## src/rtl/bpuf_pkg.sv

```systemverilog
// rtl/bpuf_pkg.sv - shared types, defaults and vote helper for the bistable-ring PUF evaluator
package bpuf_pkg;

  typedef enum logic [2:0] {
    ST_IDLE,
    ST_EXCITE,
    ST_SETTLE,
    ST_SAMPLE,
    ST_DONE
  } bpuf_eval_state_t;

  localparam int unsigned DEF_N_CELLS       = 8;
  localparam int unsigned DEF_EXCITE_CYCLES = 4;
  localparam int unsigned DEF_SETTLE_CYCLES = 16;
  localparam int unsigned DEF_N_EVAL        = 5;

  // Strict majority; N_EVAL is odd so ties cannot occur.
  function automatic logic bpuf_majority(input int unsigned ones, input int unsigned n_eval);
    return ones > (n_eval / 2);
  endfunction

endpackage

```

## src/rtl/bpuf_sync.sv

```systemverilog
// rtl/bpuf_sync.sv - parameterized-width two-flop synchronizer for the PUF cell outputs
module bpuf_sync #(
  parameter int unsigned WIDTH = 8
) (
  input  logic             clk,
  input  logic             rst_n,
  input  logic [WIDTH-1:0] d_i,
  output logic [WIDTH-1:0] q_o
);

  logic [WIDTH-1:0] meta_q;
  logic [WIDTH-1:0] sync_q;

  always_ff @(posedge clk) begin
    if (!rst_n) begin
      meta_q <= '0;
      sync_q <= '0;
    end else begin
      meta_q <= d_i;
      sync_q <= meta_q;
    end
  end

  assign q_o = sync_q;

endmodule

```

## src/rtl/bpuf_eval_ctrl.sv

```systemverilog
// rtl/bpuf_eval_ctrl.sv - excite/settle/sample sequencer with per-cell majority vote and response handshake
module bpuf_eval_ctrl
  import bpuf_pkg::*;
#(
  parameter int unsigned N_CELLS       = DEF_N_CELLS,
  parameter int unsigned EXCITE_CYCLES = DEF_EXCITE_CYCLES,
  parameter int unsigned SETTLE_CYCLES = DEF_SETTLE_CYCLES,
  parameter int unsigned N_EVAL        = DEF_N_EVAL
) (
  input  logic               clk,
  input  logic               rst_n,
  input  logic               start,
  output logic               busy,
  output logic               excite,
  input  logic [N_CELLS-1:0] q_in,
  output logic [N_CELLS-1:0] resp,
  output logic [N_CELLS-1:0] resp_unstable,
  output logic               resp_valid,
  input  logic               resp_ready
);

  localparam int unsigned PHASE_MAX = (EXCITE_CYCLES > SETTLE_CYCLES) ? EXCITE_CYCLES : SETTLE_CYCLES;
  localparam int unsigned PW        = $clog2(PHASE_MAX + 1);
  localparam int unsigned CW        = $clog2(N_EVAL + 1);

  localparam logic [PW-1:0] EXC_LAST = PW'(EXCITE_CYCLES - 1);
  localparam logic [PW-1:0] SET_LAST = PW'(SETTLE_CYCLES - 1);
  localparam logic [CW-1:0] N_EVAL_C = CW'(N_EVAL);

  bpuf_eval_state_t state_q, state_d;
  logic [PW-1:0]      phase_q, phase_d;
  logic [CW-1:0]      round_q, round_d;
  logic [CW-1:0]      round_inc;
  logic [CW-1:0]      ones_q [N_CELLS];
  logic [CW-1:0]      ones_d [N_CELLS];
  logic [N_CELLS-1:0] resp_q, resp_d;
  logic [N_CELLS-1:0] unst_q, unst_d;
  logic               excite_q, excite_d;
  logic [N_CELLS-1:0] q_sync;

  bpuf_sync #(
    .WIDTH (N_CELLS)
  ) u_sync (
    .clk   (clk),
    .rst_n (rst_n),
    .d_i   (q_in),
    .q_o   (q_sync)
  );

  assign round_inc = round_q + CW'(1);

  always_comb begin
    state_d = state_q;
    phase_d = phase_q;
    round_d = round_q;
    ones_d  = ones_q;
    resp_d  = resp_q;
    unst_d  = unst_q;

    case (state_q)
      ST_IDLE: begin
        if (start) begin
          phase_d = '0;
          round_d = '0;
          for (int i = 0; i < int'(N_CELLS); i++) ones_d[i] = '0;
          state_d = ST_EXCITE;
        end
      end
      ST_EXCITE: begin
        if (phase_q == EXC_LAST) begin
          phase_d = '0;
          state_d = ST_SETTLE;
        end else begin
          phase_d = phase_q + PW'(1);
        end
      end
      ST_SETTLE: begin
        if (phase_q == SET_LAST) begin
          phase_d = '0;
          state_d = ST_SAMPLE;
        end else begin
          phase_d = phase_q + PW'(1);
        end
      end
      ST_SAMPLE: begin
        for (int i = 0; i < int'(N_CELLS); i++) ones_d[i] = ones_q[i] + CW'(q_sync[i]);
        round_d = round_inc;
        if (round_inc < N_EVAL_C) begin
          state_d = ST_EXCITE;
        end else begin
          // Results are latched on the way into DONE so they include this final round.
          state_d = ST_DONE;
          for (int i = 0; i < int'(N_CELLS); i++) begin
            resp_d[i] = bpuf_majority(32'(ones_d[i]), N_EVAL);
            unst_d[i] = (ones_d[i] != '0) && (ones_d[i] != N_EVAL_C);
          end
        end
      end
      ST_DONE: begin
        if (resp_ready) state_d = ST_IDLE;
      end
      default: state_d = ST_IDLE;
    endcase

    excite_d = (state_d == ST_EXCITE);
  end

  always_ff @(posedge clk) begin
    if (!rst_n) begin
      state_q  <= ST_IDLE;
      phase_q  <= '0;
      round_q  <= '0;
      resp_q   <= '0;
      unst_q   <= '0;
      excite_q <= 1'b0;
      for (int i = 0; i < int'(N_CELLS); i++) ones_q[i] <= '0;
    end else begin
      state_q  <= state_d;
      phase_q  <= phase_d;
      round_q  <= round_d;
      resp_q   <= resp_d;
      unst_q   <= unst_d;
      excite_q <= excite_d;
      ones_q   <= ones_d;
    end
  end

  assign busy          = (state_q != ST_IDLE);
  assign resp_valid    = (state_q == ST_DONE);
  assign excite        = excite_q;
  assign resp          = resp_q;
  assign resp_unstable = unst_q;

endmodule

```

## config.mk

```make
export PLATFORM = sky130hd
export DESIGN_NAME = bpuf_eval_ctrl
export DESIGN_NICKNAME = d
export VERILOG_FILES = /design/src/rtl/bpuf_pkg.sv /design/src/rtl/bpuf_sync.sv /design/src/rtl/bpuf_eval_ctrl.sv
export SDC_FILE = /design/constraint.sdc
export NUM_CORES = 1
export LEC_CHECK = 0
export BUFFER_PORTS_ARGS = -buffer_cell sky130_fd_sc_hd__buf_2
export CAP_MARGIN = 20
export CORE_ASPECT_RATIO = 1.75
export CORE_MARGIN = 5
export CORE_UTILIZATION = 58
export CTS_CLUSTER_SIZE = 28
export DETAILED_ROUTE_END_ITERATION = 10
export HOLD_SLACK_MARGIN = 0.02
export PLACE_DENSITY_LB_ADDON = 0.1
export SYNTH_ARGS = -nofsm -noshare
export SYNTH_HDL_FRONTEND = slang
export SYNTH_HIERARCHICAL = 1
export SYNTH_SLANG_ARGS = --single-unit
export TNS_END_PERCENT = 30
```

## constraint.sdc

```tcl
create_clock -name clk -period 2.3 [get_ports clk]
set_clock_uncertainty 0.2 [all_clocks]
set_input_delay 0.23 -clock clk [delete_from_list [all_inputs] [get_ports clk]]
set_output_delay 0.23 -clock clk [all_outputs]
set_load 0.005 [all_outputs]
```

==> impl_metrics.yaml, run 1 <==
run_status:
  status: "complete, no violations"
sta:
  fin_crit_sh_pct: 93.4
  finalSetupViolations: 0
  rsz0062_at_grt: "false"
  tightest_slew_ps: 564
  fmax_ghz: 0.466
  tns_ps: 0
  period_needed_ps: 2150
  drv_slew: 0
  relSlewSlack_pct: 62.3
  finalHoldViolations: 0
final_layout:
  diodes: 0
  design_area_mm2: 0.00341
  nets: 384
  layout.cells.non_filler: 411
  layout_commonest_cell: "dfxtp_1"
  fill_cells: 437
  area_delta_synth_final_pct: 15.0
  final_cell_mix: "68 x dfxtp_1, 50 x nor2_1, 30 x buf_2"
  drive_gt1_share_pct: 19.6
placement:
  dpl_cell_area_mm2: 0.00313
  place.gp.congestion: 0.734
  numPortBuffers: 30
  hpwl_mm: 3.73
  dp_cells: 385
power_and_ir_drop:
  ir_drop_mv: 0.527
  p_leak_nw: 1.56
  p_per_area_mw_per_mm2: 635
yosys:
  yosysTopAreaCell: "dfxtp_1"
  synthCells: 314
  synth_seq_cells: 68
  syn_avg_cell_area_um2: 9.44
  syn-num-nets: 346
  ys.warnings.count: 6
  synth_cell_type_count: 34
  yosys-top-cells-area: "dfxtp_1 46%, ha_1 8.4%, nor2_1 6.3%"
  synth.top_cell.area_share_pct: 45.9
  seq_area_frac_synth_pct: 45.9
  syn-cell-area_mm2: 0.00296
global_route:
  grt_use_met3_pct: 4.30
  busiest_layer: "met2"
  use_met1_pct: 21.9
  grt.total_usage_pct: 18.3
  grt_pass1_wl_mm: 10.0
  grt_pass1_vias: 2270
  grt_antenna_before_repair: 0
  use_met2_pct: 31.2
  grt_overflow: 0
  grt_start_max_net_pins: 42
cts:
  cts_buffer_depth: 2
  clock-sinks: 68
  cts_tree: "done"
  clkTransAtPathRegs_ps: 70
  cts_htree_levels: 3
  cts_root_buf: "clkbuf_8"
  numCtsBuffers: 9
  post-cts-setup-buffers: 0
  insertion_delay_ps: 340
  post_cts_resized: 0
floorplan:
  die_y_um: 105
  io_pins: 31
  coreArea_mm2: 0.00498
  fp-row-count: 34
  dieArea_mm2: 0.00669
  die_w_um: 64.0
  start_util_pct: 59.5
routing:
  drt_iter0_drc: 65
  wl_mm: 5.54
  vias: 2284
  drcViolationCount: 0
  drt-pass1-iter-count: 4
  wl_per_cell_um: 13.5
  ant_nets: 0
  avgViaCountPerCell: 5.56
setup_path:
  worstSetupPathType: "reg2reg"
  ff2ff_setup_slack_ps: 150
  cp.required_ps: 2370
  r2r_start: "phase_q[0]$_SDFFE_PN0P_"
  cp.arrival_ps: 2210
  r2r-end: "phase_q[2]$_SDFFE_PN0P_"
  cp_max_fo: 6
  cp-end-kind: "register"
  cp-start-kind: "register"
  reg2reg_depth: 8
run:
  drv_cap: 0
hold_path:
  holdPathEnd: "resp_unstable[4]$_SDFFE_PN0P_"
  hold_class: "in2reg"
  hold_depth: 4
  hold_start: "rst_n"
[through the flow]
| stage | util [%] | hold WS, ps | worst slack (ps) | total power, mW |
|---|---|---|---|---|
| after CTS | 68.1 | 179 | 129 | 2.17 |
| after global routing | 68.5 | 209 | 44.1 | 2.25 |
| after global placement | 62.9 | 230 | 210 | 1.33 |
| after detailed placement | 62.9 | 232 | 141 | 1.33 |
| final | 68.5 | 176 | 153 | 2.16 |
| after floorplan | - | 157 | 327 | 1.31 |
[cell type report]
cell class	instances	area [um^2]	share of cell area, %
Clock inverter	5	27.5	0.808
Tap cell	54	67.6	1.98
Sequential cell	68	1360	40.0
Timing Repair Buffer	46	313	9.18
Clock buffer	11	141	4.15
Multi-Input combinational cell	223	1480	43.5
Inverter	4	15.0	0.441
[cells in the mapped netlist (all sizes together)]
master	instances
a211oi	8
a21oi	29
a22oi	18
a31oi	2
and2	17
buf	12
clkbuf	7
dfxtp	68
ha	20
inv	4
mux2i	3
nand2	4
nand2b	1
nand3	4
nand3b	2
nand4bb	1
nor2	50
nor2b	4
nor3	14
nor3b	2
nor4b	1
o21ai	18
o21bai	1
o22a	2
o31ai	2
or3	2
or4b	1
xnor2	1
xor2	16
[worst max-delay path, stage by stage (launching register included)]
cell       delay, ps
dfxtp_1          340
ha_1             240
nand3_1          130
inv_1             60
ha_1             190
or4b_4           500
o31ai_4          110
nand4bb_1        140
a31oi_1          170
[where the power goes]
| part | internal (mW) | leakage (nW) | switching [mW] |
|---|---|---|---|
| Sequential | 1.20 | 0.552 | 0.00999 |
| Combinational | 0.0534 | 0.924 | 0.0612 |
| Clock | 0.413 | 0.0889 | 0.430 |
| Total | 1.66 | 1.56 | 0.501 |
[cell families after synthesis]
logic type / count (synthesis) / share of synthesized area [%]
AOI/OAI and AO/OA: 80 / 16.9
DFF: 68 / 45.9
buffers and inverters: 23 / 4.05
adders and majority gates: 20 / 8.45
muxes: 3 / 1.01
and+or+nand+nor: 103 / 18.6
xor gates and xnor gates: 17 / 5.03
[flip-flops by register name, summed over array words and instances (netlist names)]
name,count
excite,1
phase_q,5
u_sync/q_o,8
round_q,3
resp_unstable,8
u_sync/meta_q,8
state_q,3
resp,8
ones_q,24
[layer usage]
metal	wire length, um	up-vias
met1	2420	1066
met4	96	0
met2	2850	30
met5	0	-
li1	-	1180
met3	172	8
[what timing repair did]
| item | 4_1_cts | 5_1_grt |
|---|---|---|
| setup endpoints to repair | 0 | 0 |
| hold buffers | 9 | 0 |
| endpoints found under the hold margin | 10 | 0 |
[worst max-delay path by stage]
stage	from	endpoint	cells past startpoint
finish	phase_q[0]$_SDFFE_PN0P_	phase_q[2]$_SDFFE_PN0P_	8
detailed placement	state_q[1]$_SDFF_PN0_	ones_q[11]$_SDFFE_PN0P_	4
global placement	state_q[0]$_SDFF_PN0_	ones_q[8]$_SDFFE_PN0P_	4
CTS	state_q[1]$_SDFF_PN0_	ones_q[11]$_SDFFE_PN0P_	4
global route	phase_q[0]$_SDFFE_PN0P_	phase_q[2]$_SDFFE_PN0P_	8
floorplan	phase_q[0]$_SDFFE_PN0P_	phase_q[2]$_SDFFE_PN0P_	8
No activity file was read; power rests on OpenSTA's default activity.
==> inputs of run 2 (changes only) <==
--- a/config.mk
+++ b/config.mk
@@ -5,11 +5,11 @@
 export SDC_FILE = /design/constraint.sdc
 export NUM_CORES = 1
 export LEC_CHECK = 0
-export BUFFER_PORTS_ARGS = -buffer_cell sky130_fd_sc_hd__buf_2
+export BUFFER_PORTS_ARGS = -buffer_cell sky130_fd_sc_hd__buf_4
 export CAP_MARGIN = 20
 export CORE_ASPECT_RATIO = 1.75
 export CORE_MARGIN = 5
-export CORE_UTILIZATION = 58
+export CORE_UTILIZATION = 62
 export CTS_CLUSTER_SIZE = 28
 export DETAILED_ROUTE_END_ITERATION = 10
 export HOLD_SLACK_MARGIN = 0.02
==> constraint.sdc (replaced) <==
create_clock -name clk -period 2.5 [get_ports clk]
set_clock_uncertainty 0.2 [all_clocks]
set_input_delay 0.25 -clock clk [delete_from_list [all_inputs] [get_ports clk]]
set_output_delay 0.25 -clock clk [all_outputs]
set_load 0.005 [all_outputs]
==> run 2 against run 1 <==
  * Critical path depth stayed put
  * Via count is 0.57% higher
  * Non-clock buffer count is 2 lower
  * Combinational power hardly changed
  * Maximum frequency is 0.23% higher
  * Final area is 2.1% higher
  * Final cell count is 1.5% lower
  * Clock power is 4.2% higher
  * Die area is 5.7% lower
  * Power is 3.0% lower
  * Largest cell class unchanged
==> impl_metrics.yaml, run 2 (synthesis results as in run 1) <==
run_status:
  status: "complete, no violations"
setup_path:
  crit_top_cell: "ha_1"
  worstSetupPathType: "reg2reg"
  cp-start-kind: "register"
  cp_max_fo: 6
  path_cells: "ha_1 -> nand3_1 -> inv_1 -> ha_1 -> or4b_4 -> o31ai_4 -> nand4bb_1 -> a31oi_1"
  cp.required_ps: 2560
  crit_slowest_cell: "or4b_4"
  cp.arrival_ps: 2210
  cpPeakStageDelay_ps: 500
  cp-end-kind: "register"
  cpLargestDelayFamily: "simple AND/OR/NAND/NOR gates"
  critPathBufInv: 1
global_route:
  grt.total_usage_pct: 19.8
  grt_overflow: 0
  grt_antenna_before_repair: 0
  grt_pass1_wl_mm: 10.1
  grt_start_max_net_pins: 28
  grt_pass1_vias: 2293
final_layout:
  area_delta_synth_final_pct: 17.4
  layout.cells.non_filler: 405
  largest_reg_flops: 24
  final_cell_mix: "68 x dfxtp_1, 50 x nor2_1, 34 x buf_4"
  utilization_pct: 74.6
  diodes: 0
  largest-register: "ones_q"
  nets: 382
  drive_gt1_share_pct: 18.7
  layout_commonest_cell: "dfxtp_1"
  design_area_mm2: 0.00348
sta:
  period_needed_ps: 2140
  tightest_slew_ps: 572
  fmax_ghz: 0.467
  fin_crit_sh_pct: 85.7
  rsz0062_at_grt: "false"
  finalHoldViolations: 0
  tns_ps: 0
  finalSetupViolations: 0
  relSlewSlack_pct: 61.8
  drv_slew: 0
power_and_ir_drop:
  total_power_mw: 2.10
  p_per_area_mw_per_mm2: 603
  ir_drop_mv: 0.540
  p_leak_nw: 1.57
cts:
  cts_buffer_depth: 2
  cts_tree: "done"
  post_cts_resized: 0
  numCtsBuffers: 9
  insertion_delay_ps: 340
  clkTransAtPathRegs_ps: 70
  cts_root_buf: "clkbuf_8"
  cts_htree_levels: 3
  post-cts-setup-buffers: 0
  clock-sinks: 68
routing:
  route.met2.wl_mm: 3.13
  ant_nets: 0
  met3_wirelength_um: 179
  drt-pass1-iter-count: 4
  wl_mm: 5.74
  routed.top_layer: "met4"
  vias: 2297
  drt_iter0_drc: 117
  wl_per_cell_um: 14.2
  drcViolationCount: 0
  avgViaCountPerCell: 5.67
  m1WireLength_mm: 2.30
placement:
  dp_cells: 382
  numPortBuffers: 30
  dpl_cell_area_mm2: 0.00320
  hpwl_mm: 3.69
  place.gp.congestion: 0.713
floorplan:
  die_w_um: 62.3
  coreArea_mm2: 0.00467
  dieArea_mm2: 0.00632
  start_util_pct: 63.5
  io_pins: 31
  fp-row-count: 33
  die_y_um: 101
hold_path:
  hold_class: "in2reg"
run:
  drv_cap: 0
-- run 2: cell count changes in the layout (fill, tap and decap cells not counted) --
| cell | delta |
|---|---|
| buf_2 | -30 |
| buf_4 | +29 |
| buf_8 | -1 |
| bufinv_16 | +1 |
| clkbuf_8 | +1 |
| clkinv_2 | -3 |
| clkinvlp_4 | -1 |
-- run 2: tightest hold or removal path, stage by stage --
cell and delay (ps):
buf_4 190, o21ai_0 100, a21oi_1 40
-- run 2: area by class of cell --
class,instances,area [um^2]
Multi-Input combinational cell,223,1480
Tap cell,52,65.1
Timing Repair Buffer,44,365
Clock buffer,12,155
Fill cell,384,1190
Inverter,4,15.0
Clock inverter,2,35.0
Sequential cell,68,1360
-- run 2: worst paths after layout --
| path | startpoint | to | slack (ps) | cells after the start |
|---|---|---|---|---|
| min reg2reg | u_sync/meta_q[5]$_SDFF_PN0_ | u_sync/q_o[5]$_SDFF_PN0_ | 250 | 1 |
| min | rst_n | resp_unstable[6]$_SDFFE_PN0P_ | 100 | 3 |
| max | phase_q[0]$_SDFFE_PN0P_ | phase_q[2]$_SDFFE_PN0P_ | 360 | 8 |
| max reg2reg | phase_q[0]$_SDFFE_PN0P_ | phase_q[2]$_SDFFE_PN0P_ | 360 | 8 |
-- run 2: repair_timing --
action / 4_1_cts / 5_1_grt
endpoints found under the setup margin: 0 / 0
endpoints found under the hold margin: 9 / 0
hold buffers: 9 / 0
-- run 2: where the power goes --
group | internal [mW] | switching [mW] | leakage (nW)
sequential | 1.10 | 0.00950 | 0.552
clock | 0.503 | 0.374 | 0.0983
combinational | 0.0547 | 0.0572 | 0.921
total | 1.66 | 0.440 | 1.57
-- run 2: per-stage QoR --
stage	setup WS, ps	hold WS [ps]
2_1_floorplan	527	177
3_3_place_gp	467	230
3_5_place_dp	377	234
4_1_cts	356	97.7
5_1_grt	253	120
6_report	358	97.7
-- run 2: per-layer routing --
| layer | up-vias | GRT usage (%) |
|---|---|---|
| met2 | 27 | 36.1 |
| met1 | 1092 | 21.0 |
| met5 | - | 0 |
| met3 | 12 | 4.88 |
| met4 | 0 | 9.80 |
| li1 | 1166 | - |
==> inputs of run 3 (changes only) <==
--- a/config.mk
+++ b/config.mk
@@ -5,11 +5,12 @@
 export SDC_FILE = /design/constraint.sdc
 export NUM_CORES = 1
 export LEC_CHECK = 0
+export ABC_AREA = 1
 export BUFFER_PORTS_ARGS = -buffer_cell sky130_fd_sc_hd__buf_4
 export CAP_MARGIN = 20
 export CORE_ASPECT_RATIO = 1.75
 export CORE_MARGIN = 5
-export CORE_UTILIZATION = 62
+export CORE_UTILIZATION = 63
 export CTS_CLUSTER_SIZE = 28
 export DETAILED_ROUTE_END_ITERATION = 10
 export HOLD_SLACK_MARGIN = 0.02
==> run 3 against run 2 <==
  * Combinational power is essentially flat
  * Final area grew 2.5%
  * Worst setup slack gained 190 ps
  * Wire length grew 4.2%
  * Power shrank 2.1%
  * Sequential share of layout area shrank 0.95 points
==> impl_metrics.yaml, run 3 <==
placement:
  dpl_cell_area_mm2: 0.00329
  dp_cells: 477
  numPortBuffers: 30
  dp_slack_ps: 566
  place.gp.congestion: 0.741
  hpwl_mm: 4.03
yosys:
  syn-cell-area_mm2: 0.00309
  synthCells: 407
  synthMuxAreaShare_pct: 0
  ys.warnings.count: 6
  syn_avg_cell_area_um2: 7.59
  synth-simple-area-share_pct: 23.7
  synth_edf_count: 0
  synth_most_common_cell: "nand2_1"
  syn-num-nets: 439
  synth_seq_cells: 68
  synth_cell_type_count: 27
  synth_ff_type: "dfxtp_1"
  synth_xor_area_share_pct: 5.10
  yosys-top-cells-area: "dfxtp_1 44%, nand2_1 13%, ha_1 8.1%"
  synth_fa_ha_area_share_pct: 8.10
  synth_top_cells_by_count: "106 x nand2_1, 68 x dfxtp_1, 49 x nor2_1, 44 x inv_1, 29 x a21oi_1"
  seq_area_frac_synth_pct: 44.1
  synth-compound-area-share_pct: 9.92
  synthArstFlopShare_pct: 0
  synth_top_family_by_area: "simple AND/OR/NAND/NOR gates"
  synth.top_cell.area_share_pct: 44.1
  yosysTopAreaCell: "dfxtp_1"
cts:
  numCtsBuffers: 9
  cts_buffer_depth: 2
  insertion_delay_ps: 340
  cts_tree: "done"
  clock-sinks: 68
  clkTransAtPathRegs_ps: 60
  post_cts_resized: 0
  cts_htree_levels: 3
  cts_root_buf: "clkbuf_8"
sta:
  finalHoldViolations: 0
  period_needed_ps: 1950
  fmax_ghz: 0.513
  fin_crit_sh_pct: 78.0
  setup_slack_ps: 551
  rsz0062_at_grt: "false"
  tns_ps: 0
  relSlewSlack_pct: 49.5
  finalSetupViolations: 0
  fin_hold_ws_ps: 112
  tightest_slew_ps: 752
  drv_slew: 0
run_status:
  status: "complete, no violations"
setup_path:
  cpLargestDelayFamily: "buffers and inverters"
  cp.required_ps: 2510
  crit_top_cell: "nand2_1"
  crit_slowest_cell: "clkinv_1"
  cp_max_fo: 27
  endpoint: "excite$_SDFF_PN0_"
  cp.arrival_ps: 1960
  r2r_start: "state_q[2]$_SDFF_PN0_"
  cp-end-kind: "register"
  path_cells: "inv_2 -> nand3_2 -> clkinv_1 -> nand2_1 -> nand3_1 -> nand2_1 -> nor2_1"
  ff2ff_setup_slack_ps: 550
  cp-start-kind: "register"
  r2r-end: "excite$_SDFF_PN0_"
  cpPeakStageDelay_ps: 610
  crit_start: "state_q[2]$_SDFF_PN0_"
  worstSetupPathType: "reg2reg"
  cp.depth: 7
  critPathBufInv: 2
  reg2reg_depth: 7
floorplan:
  start_util_pct: 65.6
  io_pins: 31
  fp-row-count: 33
  dieArea_mm2: 0.00646
  die_w_um: 62.9
  coreArea_mm2: 0.00471
  die_y_um: 103
power_and_ir_drop:
  seq_power_share_pct: 53.9
  p_leak_nw: 1.76
  ir_drop_mv: 0.600
  power_switching_uw: 447
  p_per_area_mw_per_mm2: 576
  pwr-share-comb_pct: 5.5
  p_int_mw: 1.61
  clockPowerShare_pct: 40.6
  swShare_pct: 21.8
  total_power_mw: 2.05
routing:
  vias: 2571
  ant_nets: 0
  drt-pass1-iter-count: 4
  drcViolationCount: 0
  wl_mm: 5.98
  wl_per_cell_um: 11.9
  avgViaCountPerCell: 5.13
  drt_iter0_drc: 72
final_layout:
  design_area_mm2: 0.00356
  diodes: 0
  layout_commonest_cell: "nand2_1"
  final_cell_mix: "106 x nand2_1, 68 x dfxtp_1, 49 x nor2_1"
  drive_gt1_share_pct: 12.5
  utilization_pct: 75.7
  area_delta_synth_final_pct: 15.4
  largest_reg_flops: 24
  layout.cells.non_filler: 501
  nets: 477
  largest-register: "ones_q"
global_route:
  grt_pass1_vias: 2470
  grt_pass1_wl_mm: 10.5
  grt_antenna_before_repair: 0
  grt_overflow: 0
  grt.total_usage_pct: 20.2
  grt_start_max_net_pins: 37
hold_path:
  hold_class: "in2reg"
run:
  drv_cap: 0
## run 3: how the worst min path moves through the flow
| stage | startpoint | cells after the start | to |
|---|---|---|---|
| after floorplan | q_in[2] | 2 | u_sync/meta_q[2]$_SDFF_PN0_ |
| final | rst_n | 3 | u_sync/q_o[3]$_SDFF_PN0_ |
| after global placement | u_sync/meta_q[0]$_SDFF_PN0_ | 2 | u_sync/q_o[0]$_SDFF_PN0_ |
| after detailed placement | u_sync/meta_q[6]$_SDFF_PN0_ | 2 | u_sync/q_o[6]$_SDFF_PN0_ |
| after global routing | rst_n | 3 | u_sync/q_o[2]$_SDFF_PN0_ |
| after CTS | rst_n | 3 | u_sync/meta_q[3]$_SDFF_PN0_ |
## run 3: routing by layer
layer / global-route usage [%] / vias to the layer above / part of all wire, %
met5: 0 / - / 0
met4: 11.3 / 0 / 2.3
li1: - / 1344 / -
met1: 21.2 / 1181 / 42
met2: 36.6 / 34 / 52
met3: 4.80 / 12 / 3.7
## run 3: cells by family after synthesis
logic type / after synthesis
and+or+nand+nor: 180
DFF: 68
buffers and inverters: 61
AOI/OAI and AO/OA: 60
adders and majority gates: 20
xor gates and xnor gates: 18
## run 3: power groups by stage
| stage | logic [mW] | registers, mW | clock network, mW |
|---|---|---|---|
| finish | 0.112 | 1.11 | 0.834 |
| global route | 0.128 | 1.11 | 0.906 |
| CTS | 0.112 | 1.11 | 0.854 |
| detailed placement | 0.100 | 1.13 | 0 |
| global placement | 0.0985 | 1.13 | 0 |
| floorplan | 0.0726 | 1.13 | 0 |
## run 3: area by class of cell
cell class | count | area [um^2]
clock buffers | 14 | 183
repair buffers | 40 | 323
inverters | 48 | 180
fillers | 381 | 1140
well taps | 52 | 65.1
multi-input cells | 278 | 1450
flip-flops and latches | 68 | 1360
clock inverters | 1 | 5.00
## run 3: worst register-to-register path, cell delays in order, from the launching register on
cell,delay [ps]
dfxtp_1,320
inv_2,70
nand3_2,120
clkinv_1,610
nand2_1,300
nand3_1,100
nand2_1,60
nor2_1,40
## run 3: timing repair
item / 4_1_cts / 5_1_grt
hold endpoints to repair: 9 / 0
setup buffers: 0 / 0
hold buffers: 9 / 0
